$ cat src/rtl/mem_port_arbiter.sv
// Shares one Avalon-style memory port between instruction fetch and data access.
// Round-robin on ties, waits out waitrequest, and a watchdog aborts hung transfers.
module mem_port_arbiter #(
  parameter int unsigned MAX_WAIT = 16
) (
  input  logic        clk,
  input  logic        reset,
  input  logic        if_req,
  input  logic [31:0] if_addr,
  output logic [31:0] if_rdata,
  output logic        if_ack,
  input  logic        d_read,
  input  logic        d_write,
  input  logic [31:0] d_addr,
  input  logic [31:0] d_wdata,
  input  logic [3:0]  d_byteenable,
  output logic [31:0] d_rdata,
  output logic        d_ack,
  output logic [31:0] mem_address,
  output logic        mem_read,
  output logic        mem_write,
  output logic [31:0] mem_writedata,
  output logic [3:0]  mem_byteenable,
  input  logic [31:0] mem_readdata,
  input  logic        mem_waitrequest,
  output logic        stall,
  output logic        bus_err
);

  localparam int CW = $clog2(MAX_WAIT + 1);

  typedef enum logic [1:0] {IDLE, BUS_IF, BUS_D} state_t;

  state_t        state_q, state_d;
  logic          lastGrantD_q, lastGrantD_d;
  logic [31:0]   memAddr_q, memAddr_d;
  logic [31:0]   memWdata_q, memWdata_d;
  logic [3:0]    memBe_q, memBe_d;
  logic          memRd_q, memRd_d;
  logic          memWr_q, memWr_d;
  logic          busErr_q, busErr_d;
  logic [CW-1:0] waitCnt_q, waitCnt_d;

  logic ifPend, dPend, grantD, grantIf, inBus, timeout, done;

  always_comb begin
    ifPend  = if_req;
    dPend   = d_read | d_write;
    // Data wins a tie unless it was the previous winner.
    grantD  = dPend & (~ifPend | ~lastGrantD_q);
    grantIf = ifPend & ~grantD;
    inBus   = (state_q == BUS_IF) || (state_q == BUS_D);
    timeout = inBus & mem_waitrequest & (waitCnt_q == CW'(MAX_WAIT - 1));
    done    = inBus & (~mem_waitrequest | timeout);
  end

  always_comb begin
    state_d      = state_q;
    lastGrantD_d = lastGrantD_q;
    memAddr_d    = memAddr_q;
    memWdata_d   = memWdata_q;
    memBe_d      = memBe_q;
    memRd_d      = memRd_q;
    memWr_d      = memWr_q;
    busErr_d     = busErr_q;
    waitCnt_d    = waitCnt_q;
    case (state_q)
      IDLE: begin
        if (grantD) begin
          state_d      = BUS_D;
          lastGrantD_d = 1'b1;
          memAddr_d    = d_addr;
          memWr_d      = d_write;
          memRd_d      = ~d_write;
          memWdata_d   = d_write ? d_wdata : 32'h0;
          memBe_d      = d_write ? d_byteenable : 4'hF;
          waitCnt_d    = '0;
          if (d_read && d_write) busErr_d = 1'b1;
        end else if (grantIf) begin
          state_d      = BUS_IF;
          lastGrantD_d = 1'b0;
          memAddr_d    = if_addr;
          memRd_d      = 1'b1;
          memWr_d      = 1'b0;
          memWdata_d   = 32'h0;
          memBe_d      = 4'hF;
          waitCnt_d    = '0;
        end
      end
      BUS_IF, BUS_D: begin
        if (done) begin
          state_d   = IDLE;
          memRd_d   = 1'b0;
          memWr_d   = 1'b0;
          waitCnt_d = '0;
          if (timeout) busErr_d = 1'b1;
        end else begin
          waitCnt_d = waitCnt_q + CW'(1);
        end
      end
      default: state_d = IDLE;
    endcase
  end

  always_ff @(posedge clk) begin
    if (reset) begin
      state_q      <= IDLE;
      lastGrantD_q <= 1'b0;
      memAddr_q    <= 32'h0;
      memWdata_q   <= 32'h0;
      memBe_q      <= 4'h0;
      memRd_q      <= 1'b0;
      memWr_q      <= 1'b0;
      busErr_q     <= 1'b0;
      waitCnt_q    <= '0;
    end else begin
      state_q      <= state_d;
      lastGrantD_q <= lastGrantD_d;
      memAddr_q    <= memAddr_d;
      memWdata_q   <= memWdata_d;
      memBe_q      <= memBe_d;
      memRd_q      <= memRd_d;
      memWr_q      <= memWr_d;
      busErr_q     <= busErr_d;
      waitCnt_q    <= waitCnt_d;
    end
  end

  // A watchdog abort returns zero data rather than whatever is on the bus.
  assign if_ack         = (state_q == BUS_IF) & done;
  assign d_ack          = (state_q == BUS_D) & done;
  assign if_rdata       = (if_ack & ~timeout) ? mem_readdata : 32'h0;
  assign d_rdata        = (d_ack & memRd_q & ~timeout) ? mem_readdata : 32'h0;
  assign mem_address    = memAddr_q;
  assign mem_read       = memRd_q;
  assign mem_write      = memWr_q;
  assign mem_writedata  = memWdata_q;
  assign mem_byteenable = memBe_q;
  assign bus_err        = busErr_q;
  assign stall          = (if_req & ~if_ack) | ((d_read | d_write) & ~d_ack);

endmodule
$ cat config.mk
export PLATFORM = sky130hd
export DESIGN_NAME = mem_port_arbiter
export DESIGN_NICKNAME = d
export VERILOG_FILES = /design/src/rtl/mem_port_arbiter.sv
export SDC_FILE = /design/constraint.sdc
export NUM_CORES = 1
export LEC_CHECK = 0
export BUFFER_PORTS_ARGS = -buffer_cell sky130_fd_sc_hd__buf_2
export CORE_AREA = 2 2 107 109
export CTS_CLUSTER_SIZE = 28
export DETAILED_ROUTE_END_ITERATION = 8
export DIE_AREA = 0 0 109 111
export HOLD_SLACK_MARGIN = 0.1
export PLACE_DENSITY = 0.73
export SKIP_LAST_GASP = 1
export SYNTH_ARGS = -nofsm -noshare
export SYNTH_HDL_FRONTEND = slang
export SYNTH_SLANG_ARGS = --single-unit
$ cat constraint.sdc
create_clock -name clk -period 2.2 [get_ports clk]
set_input_delay 0.22 -clock clk [delete_from_list [all_inputs] [get_ports clk]]
set_output_delay 0.22 -clock clk [all_outputs]
set_load 0.01 [all_outputs]
==> impl_metrics.json, run 1 <==
{
  "status": "finished clean",
  "startpoint_type": "flop",
  "cts_tree": "yes",
  "ys_seq_elements": 79,
  "n_antenna_cell": 0,
  "required_ns": 1.98,
  "yosysSeqAreaShare_pct": 39.2,
  "rsz0062_at_grt": "true",
  "die_w_um": 109,
  "grt_pass1_vias": 4127,
  "final_cell_mix": "274 x buf_2, 78 x dfxtp_1, 64 x and2_1",
  "post_dp_cell_area_mm2": 0.00550,
  "insertion_delay_ns": 0.33,
  "syn_area_mm2": 0.00403,
  "num_io_pins": 276,
  "min_period_over_period_pct": 96.9,
  "grt_max_degree": 44,
  "drtPass1Iterations": 4,
  "netlist_instances": 454,
  "slew_headroom_pct": 54.9,
  "die_area_mm2": 0.0121,
  "worstSetupStartpoint": "state_q[1]",
  "cp_max_fo": 32,
  "powerDensity_mw_per_mm2": 787,
  "floorplan.initialDensity_pct": 36.4,
  "vias": 4248,
  "drtAntennaViolNets": 0,
  "clkSlewWorstSetupHoldPaths_ns": 0.06,
  "setup_ws_ns": 0.0683,
  "root_buffer": "clkbuf_16",
  "grtUsageTotal_pct": 19.6,
  "hold_buffers": 0,
  "synth_flop_cell": "dfxtp_1",
  "power.leakage_uw": 0.00301,
  "final_hold_viol_count": 0,
  "drive_gt1_share_pct": 48.1,
  "synth-edff-count": 0,
  "async_reset_ff_share_pct": 0,
  "rr_worst_depth": 6,
  "pre_cts_slack_ns": 0.281,
  "r2r_start": "state_q[0]",
  "ctsResizeCount": 1,
  "yosysWarnings": 0,
  "endpoint_kind": "output port",
  "synth_cell_type_count": 39,
  "design_area_mm2": 0.00585,
  "antenna_found_initial": 1,
  "dp.cells": 842,
  "fin_cells": 858,
  "dp_hpwl_um": 9650,
  "drc_errors": 0,
  "finalWeightedCongestion": 0.791,
  "syn_nets": 597,
  "post_cts_buffers": 0,
  "areaGrowthSynthToFinish_pct": 45.0,
  "cts_buffer_depth": 2,
  "wl_um": 12200,
  "vias_per_cell": 4.95,
  "fin_nets": 853,
  "final_common_cell": "buf_2",
  "worstSetupPathType": "reg2out",
  "placement_rows": 39,
  "cts_inserted_buffers": 9,
  "vdd_drop_max_v": 0.000399,
  "maxCapViolCount": 0,
  "clock.fmax_ghz": 0.469,
  "worstPathArrival_ns": 1.91,
  "skew_ns": 0.00672,
  "syn_avg_cell_area_um2": 8.88,
  "portBuffers": 275,
  "critical_path.slowest_cell": "dfxtp_1",
  "min_from": "d_wdata[25]",
  "cp_cell_sequence": "inv_1, ha_1, buf_4, and4b_1, buf_12, and2_1, buf_2",
  "period_needed_ns": 2.13,
  "slowest_delay_ns": 0.36,
  "coreArea_mm2": 0.0111,
  "die_h_um": 111,
  "drt-initial-drc-count": 159,
  "min_path_type": "in2reg",
  "grt.overflow.total": 0,
  "cts_sinks": 79,
  "routedWlPerCell_um": 14.2,
  "min_path_cells": 3,
  "grt_pass1_wl_um": 18900,
  "worstMarginPinSlew_ns": 0.677,
  "setup_viol": 0,
  "cts_max_level": 3,
  "slew_violations": 0
}
-- kinds of logic after synthesis --
| family | Yosys count | synth area share (%) |
|---|---|---|
| AND/OR/NAND/NOR | 197 | 25.6 |
| AO/OA/AOI/OAI | 92 | 18.9 |
| multiplexers | 32 | 7.95 |
| buffers and inverters | 49 | 6.83 |
| flip-flops | 79 | 39.2 |
| adder cells (fa/ha/maj) | 5 | 1.55 |
-- final timing paths --
kind	endpoint	slack [ns]
min reg2reg	mem_writedata[26]	0.45
min	mem_writedata[25]	0.14
max	d_rdata[26]	0.07
max reg2reg	mem_writedata[28]	0.36
-- metal layers --
layer	share of wire [%]	GRT usage, %	vias up
met5	0	0	-
met4	2.5	7.61	0
met3	7.5	3.88	24
met2	55	39.2	187
li1	-	-	2079
met1	35	18.9	1958
-- worst max-delay path: cells and delay by family (launching register included) --
family | cells | cell delay [ns]
DFF | 1 | 0.36
and+or+nand+nor | 2 | 0.39
adders and majority gates | 1 | 0.29
buffers and inverters | 4 | 0.54
-- cells in the mapped netlist, types with 2 or more instances --
master    instances  area share (%)
nor2_1           39             3.6
mux2i_1          32             7.9
nand2_1          33             3.1
dfxtp_1          79              39
clkbuf_1         15             1.4
or3_1             4            0.62
buf_12            3             1.5
or4_1             3            0.56
a211oi_1          4            0.75
buf_2            18             2.2
a211oi_2         30             9.3
buf_4             3            0.56
a21oi_1          40             5.0
o21ai_0           5            0.62
and3b_1           2            0.43
nand2b_1          2            0.31
nor3_1            9             1.1
and3_1            2            0.31
ha_1              5             1.6
inv_1             8            0.75
nand3_1          34             4.2
o32ai_2           2            0.81
and2_1           64             9.9
o31ai_1           3            0.56
-- area by class of cell --
type,count,area (um^2)
clock inverters,6,92.6
well taps,143,179
multi-input cells,326,2210
inverters,8,30.0
clock buffers,10,229
repair buffers,286,1520
flip-flops and latches,79,1580
fillers,1031,5230
-- report_power, final --
group	internal (uW)	switching, uW
registers	1610	96.3
logic	548	741
clock network	1000	597
-- sequential cells by signal, indices dropped and copies added, names as in the netlist --
signal / count
state_q: 2
mem_writedata: 32
lastGrantD_q: 1
waitCnt_q: 5
mem_write: 1
mem_address: 32
mem_read: 1
mem_byteenable: 4
bus_err: 1
-- stage by stage --
step / hold WS [ns] / setup TNS (ns) / utilization [%] / power [uW]
final: 0.137 / 0 / 52.8 / 4600
after global routing: 0.141 / -0.0726 / 52.8 / 4850
after CTS: 0.125 / 0 / 52.6 / 4650
after detailed placement: 0.443 / 0 / 49.7 / 3040
after global placement: 0.436 / 0 / 49.7 / 2990
after floorplan: 0.372 / 0 / - / 2560
No activity file was read; power rests on OpenSTA's default activity.
==> run 2: changes to the inputs <==
clock period = 2.19 ns   (was 2.2 ns; I/O delays follow)
==> run 2 against run 1 <==
  * Sequential cell count unchanged
  * Clock power down 7%
  * Clock skew up 0.0022 ns
  * Critical endpoint is now stall
  * Core utilization up 0.24 points
  * Worst hold slack better by 0.0035 ns
  * Setup slack better by 0.032 ns
  * Largest cell class unchanged
  * Cell area up 0.45%
  * Register-to-register slack better by 0.03 ns
  * Sequential share of layout area down 0.10 points
  * Routed wire length down 1.1%
  * Highest routed layer unchanged
==> impl_metrics.json, run 2 (synthesis gave the netlist of run 1 again) <==
{
  "powerDensity_mw_per_mm2": 769,
  "clkSlewWorstSetupHoldPaths_ns": 0.06,
  "cts_tree": "yes",
  "die_area_mm2": 0.0121,
  "clock.fmax_ghz": 0.479,
  "grt_max_degree": 44,
  "min_from": "d_wdata[29]",
  "rr_worst_depth": 7,
  "drtPass1Iterations": 4,
  "die_w_um": 109,
  "floorplan.initialDensity_pct": 36.4,
  "post_dp_cell_area_mm2": 0.00550,
  "dp_hpwl_um": 9450,
  "root_buffer": "clkbuf_16",
  "maxCapViolCount": 0,
  "slew_violations": 0,
  "worstPathArrival_ns": 1.87,
  "cts_max_level": 3,
  "worstSetupStartpoint": "waitCnt_q[0]",
  "wl_um": 12100,
  "num_io_pins": 276,
  "cts_buffer_depth": 2,
  "setup_viol": 0,
  "critical_path.slowest_cell": "dfxtp_1",
  "drive_gt1_share_pct": 48.6,
  "slowest_delay_ns": 0.33,
  "insertion_delay_ns": 0.33,
  "cts_inserted_buffers": 9,
  "grt.overflow.total": 0,
  "worstReg2RegEnd": "waitCnt_q[2]",
  "drc_errors": 0,
  "min_path_type": "in2reg",
  "status": "finished clean",
  "placement_rows": 39,
  "r2r_start": "waitCnt_q[0]",
  "finalWeightedCongestion": 0.793,
  "final_hold_viol_count": 0,
  "routedWlPerCell_um": 14.0,
  "grtUsageTotal_pct": 19.0,
  "multi_input_area_mm2": 0.00222,
  "r2r_setup_slack_ns": 0.39,
  "fin_nets": 854,
  "startpoint_type": "flop",
  "grt_pass1_vias": 4037,
  "power.leakage_uw": 0.00302,
  "min_period_over_period_pct": 95.4,
  "drtAntennaViolNets": 0,
  "tns_ns": 0,
  "min_path_cells": 3,
  "endpoint_kind": "output port",
  "vdd_drop_max_v": 0.000419,
  "nFillCells": 1021,
  "cts_sinks": 79,
  "grt_pass1_wl_um": 18400,
  "portBuffers": 275,
  "final_common_cell": "buf_2",
  "vias_per_cell": 4.90,
  "post_cts_buffers": 0,
  "final-seq-area_mm2": 0.00158,
  "vias": 4223,
  "skew_ns": 0.00896,
  "hold_path_end": "mem_writedata[29]",
  "slew_headroom_pct": 55.7,
  "final_cell_mix": "274 x buf_2, 77 x dfxtp_1, 64 x and2_1",
  "required_ns": 1.97,
  "die_h_um": 111,
  "coreArea_mm2": 0.0111,
  "antenna_found_initial": 3,
  "cp_max_fo": 5,
  "worstMarginPinSlew_ns": 0.665,
  "rsz0062_at_grt": "false",
  "drt-initial-drc-count": 166,
  "cp_cell_sequence": "ha_1, inv_2, nor3_2, ha_2, nand2b_1, and3_1, o22ai_1, buf_2",
  "areaGrowthSynthToFinish_pct": 45.7,
  "worstSetupPathType": "reg2out",
  "period_needed_ns": 2.09,
  "design_area_mm2": 0.00587
}
-- run 2: layout make-up --
cell class / instances / area share [%]
clock inverter: 5 / 0.959
clock buffer: 11 / 4.13
inverter: 8 / 0.511
tap: 143 / 3.05
sequential: 79 / 27.0
timing repair buffer: 287 / 26.4
multi-input combinational: 326 / 37.8
antenna: 2 / 0.0852
-- run 2: worst max path at each step --
stage | to | slack (ns) | cells after the start
detailed placement | if_rdata[29] | 0.27 | 5
floorplan | waitCnt_q[2] | 0.51 | 8
global route | stall | 0.006 | 8
finish | stall | 0.10 | 8
global placement | if_rdata[30] | 0.38 | 5
CTS | stall | 0.02 | 8
-- run 2: through the flow --
stage | instances | power [uW] | hold WS, ns | worst slack, ns | utilization (%)
after detailed placement | 842 | 3040 | 0.441 | 0.267 | 49.7
final | 861 | 4510 | 0.141 | 0.100 | 53.0
after floorplan | 454 | 2580 | 0.371 | 0.508 | -
after CTS | 858 | 4540 | 0.125 | 0.0215 | 52.4
after global routing | 861 | 4750 | 0.143 | 0.00628 | 53.0
after global placement | 842 | 3000 | 0.435 | 0.381 | 49.7
-- run 2: critical path, delay by kind of cell, from the launching register on --
family	cells	cell delay [ns]
and+or+nand+nor	3	0.40
buffers and inverters	2	0.25
adders and majority gates	2	0.39
DFF	1	0.33
AOI/OAI and AO/OA	1	0.18
-- run 2: metal layers --
layer / vias to the layer above / GRT usage, % / wire length (um)
met5: - / 0 / 0
met4: 0 / 8.46 / 263
met3: 19 / 3.94 / 810
met1: 1932 / 18.8 / 4430
met2: 181 / 36.7 / 6570
li1: 2091 / - / -
-- run 2: report_power, final --
| part | switching, uW | total [uW] | internal, uW |
|---|---|---|---|
| logic | 745 | 1310 | 565 |
| registers | 92.0 | 1710 | 1620 |
| clock network | 575 | 1490 | 914 |
| total | 1410 | 4510 | 3100 |
-- run 2: repair_timing --
item | in CTS | in global routing
cloned | 0 | 1
gates resized for setup | 1 | 11
hold buffers | 0 | 0
setup endpoints to repair | 32 | 35
==> run 3: changes to the inputs <==
CAP_MARGIN = 40   (was not set)
CORE_AREA = 2 2 106 108   (was 2 2 107 109)
CTS_BUF_LIST = sky130_fd_sc_hd__clkbuf_8   (was not set)
DIE_AREA = 0 0 108 110   (was 0 0 109 111)
PLACE_DENSITY = 0.74   (was 0.73)
==> run 3 against run 2 <==
  * Power is 7.7% lower
  * Combinational power hardly changed
  * Sequential cell count stayed put
  * Cell count is 0.12% higher
  * Clock skew is 0.0054 ns higher
  * Largest cell class unchanged
  * Highest routed layer unchanged
==> impl_metrics.json, run 3 (synthesis gave the netlist of run 1 again) <==
{
  "vdd_drop_max_v": 0.000368,
  "grt.overflow.total": 0,
  "period_needed_ns": 2.10,
  "die_h_um": 110,
  "root_buffer": "clkbuf_8",
  "min_path_type": "in2reg",
  "cts_inserted_buffers": 9,
  "drtPass1Iterations": 4,
  "tns_ns": 0,
  "insertion_delay_ns": 0.35,
  "wl_um": 12600,
  "vias": 4240,
  "min_period_over_period_pct": 96.1,
  "final_cell_mix": "274 x buf_2, 77 x dfxtp_1, 64 x and2_1",
  "r2r_start": "waitCnt_q[0]",
  "powerDensity_mw_per_mm2": 718,
  "coreArea_mm2": 0.0107,
  "fin_nets": 859,
  "portBuffers": 275,
  "worstSetupPathType": "reg2out",
  "drc_errors": 0,
  "grt_pass1_vias": 4103,
  "power.leakage_uw": 0.00300,
  "r2r_setup_slack_ns": 0.31,
  "clkSlewWorstSetupHoldPaths_ns": 0.08,
  "drive_gt1_share_pct": 48.2,
  "grt_pass1_wl_um": 19000,
  "grt_max_degree": 66,
  "die_w_um": 108,
  "grtUsageTotal_pct": 20.4,
  "die_area_mm2": 0.0119,
  "cts_tree": "yes",
  "final_hold_viol_count": 0,
  "startpoint_type": "flop",
  "clock.fmax_ghz": 0.475,
  "power_uw": 4170,
  "floorplan.initialDensity_pct": 37.7,
  "worstSetupStartpoint": "state_q[0]",
  "cp_cell_sequence": "inv_1, ha_4, buf_6, and4b_2, clkbuf_16, and2_1, buf_2",
  "worstMarginPinSlew_ns": 0.538,
  "maxCapViolCount": 0,
  "rsz0062_at_grt": "true",
  "rr_worst_depth": 8,
  "dp_hpwl_um": 9630,
  "skew_ns": 0.0144,
  "finalWeightedCongestion": 0.725,
  "cts_buffer_depth": 2,
  "setup_viol": 0,
  "final_common_cell": "buf_2",
  "cp_max_fo": 16,
  "slowest_delay_ns": 0.34,
  "areaGrowthSynthToFinish_pct": 44.1,
  "num_io_pins": 276,
  "worstPathArrival_ns": 1.89,
  "antenna_found_initial": 3,
  "vias_per_cell": 4.92,
  "cts_max_level": 3,
  "routedWlPerCell_um": 14.6,
  "critical_path.slowest_cell": "dfxtp_2",
  "placement_rows": 38,
  "endpoint_kind": "output port",
  "drt-initial-drc-count": 239,
  "slew_violations": 0,
  "required_ns": 1.97,
  "fin_cells": 862,
  "slew_headroom_pct": 64.1,
  "cts_sinks": 79,
  "dp.cells": 838,
  "status": "finished clean",
  "drtAntennaViolNets": 0,
  "crit_path_end": "d_rdata[30]",
  "worstReg2RegEnd": "waitCnt_q[1]"
}
run 3: cell count changes in the layout (fill, tap and decap cells not counted), moves of 2 or more:
cell	before	now
buf_4	6	9
dlygate4sd3_1	0	3
clkbuf_8	1	9
clkbuf_16	10	1
inv_1	7	10
clkinv_2	2	0
run 3: final cells by class:
cell class,instances,area (um^2)
Antenna cell,2,5.00
Clock buffer,9,124
Clock inverter,6,80.1
Fill cell,991,4890
Inverter,8,30.0
Multi-Input combinational cell,326,2220
Sequential cell,79,1580
Tap cell,140,175
Timing Repair Buffer,292,1590
run 3: repair_timing:
item,in CTS,in global routing
gates resized for setup,3,9
hold buffers,3,0
gates cloned,0,1
buffers inserted,0,3
setup endpoints to repair,64,35
hold endpoints to repair,3,0
pin swaps,0,2
run 3: routing by layer:
metal	vias to the layer above	wire length (um)	GRT usage, %
li1	2093	-	-
met1	1926	4510	20.7
met2	190	6800	38.5
met3	31	844	3.53
met4	0	442	13.4
met5	-	0	0
run 3: how the worst min path moves through the flow:
stage / end / slack, ns / cells after the start / from
after detailed placement: mem_writedata[29] / 0.44 / 2 / mem_writedata[29]
after CTS: mem_writedata[3] / 0.10 / 3 / d_wdata[3]
after global placement: mem_writedata[24] / 0.44 / 2 / mem_writedata[24]
after global routing: mem_writedata[21] / 0.11 / 3 / d_wdata[21]
after floorplan: mem_writedata[0] / 0.37 / 2 / d_wdata[0]
final: mem_writedata[29] / 0.12 / 3 / d_wdata[29]
run 3: through the flow:
stage | setup slack, ns | area, um^2 | utilization (%) | hold WS [ns]
after detailed placement | 0.230 | 5480 | 51.2 | 0.444
after global placement | 0.382 | 5480 | 51.2 | 0.436
final | 0.0850 | 5810 | 54.3 | 0.119
after CTS | 0.0231 | 5720 | 53.5 | 0.100
after global routing | -0.0121 | 5810 | 54.3 | 0.106
after floorplan | 0.508 | 4030 | - | 0.371
run 3: where the power goes:
part	switching [uW]	leakage [uW]	total, uW	internal, uW
clock network	518	0.000113	1140	626
logic	749	0.00224	1310	560
registers	92.2	0.000652	1710	1620
total	1360	0.00300	4170	2810
run 3: worst max-delay path: cells and delay by family (launching register included):
| family | cells | cell delay, ns |
|---|---|---|
| AND/OR/NAND/NOR | 2 | 0.41 |
| flip-flops | 1 | 0.34 |
| buffers and inverters | 4 | 0.50 |
| adder cells (fa/ha/maj) | 1 | 0.27 |
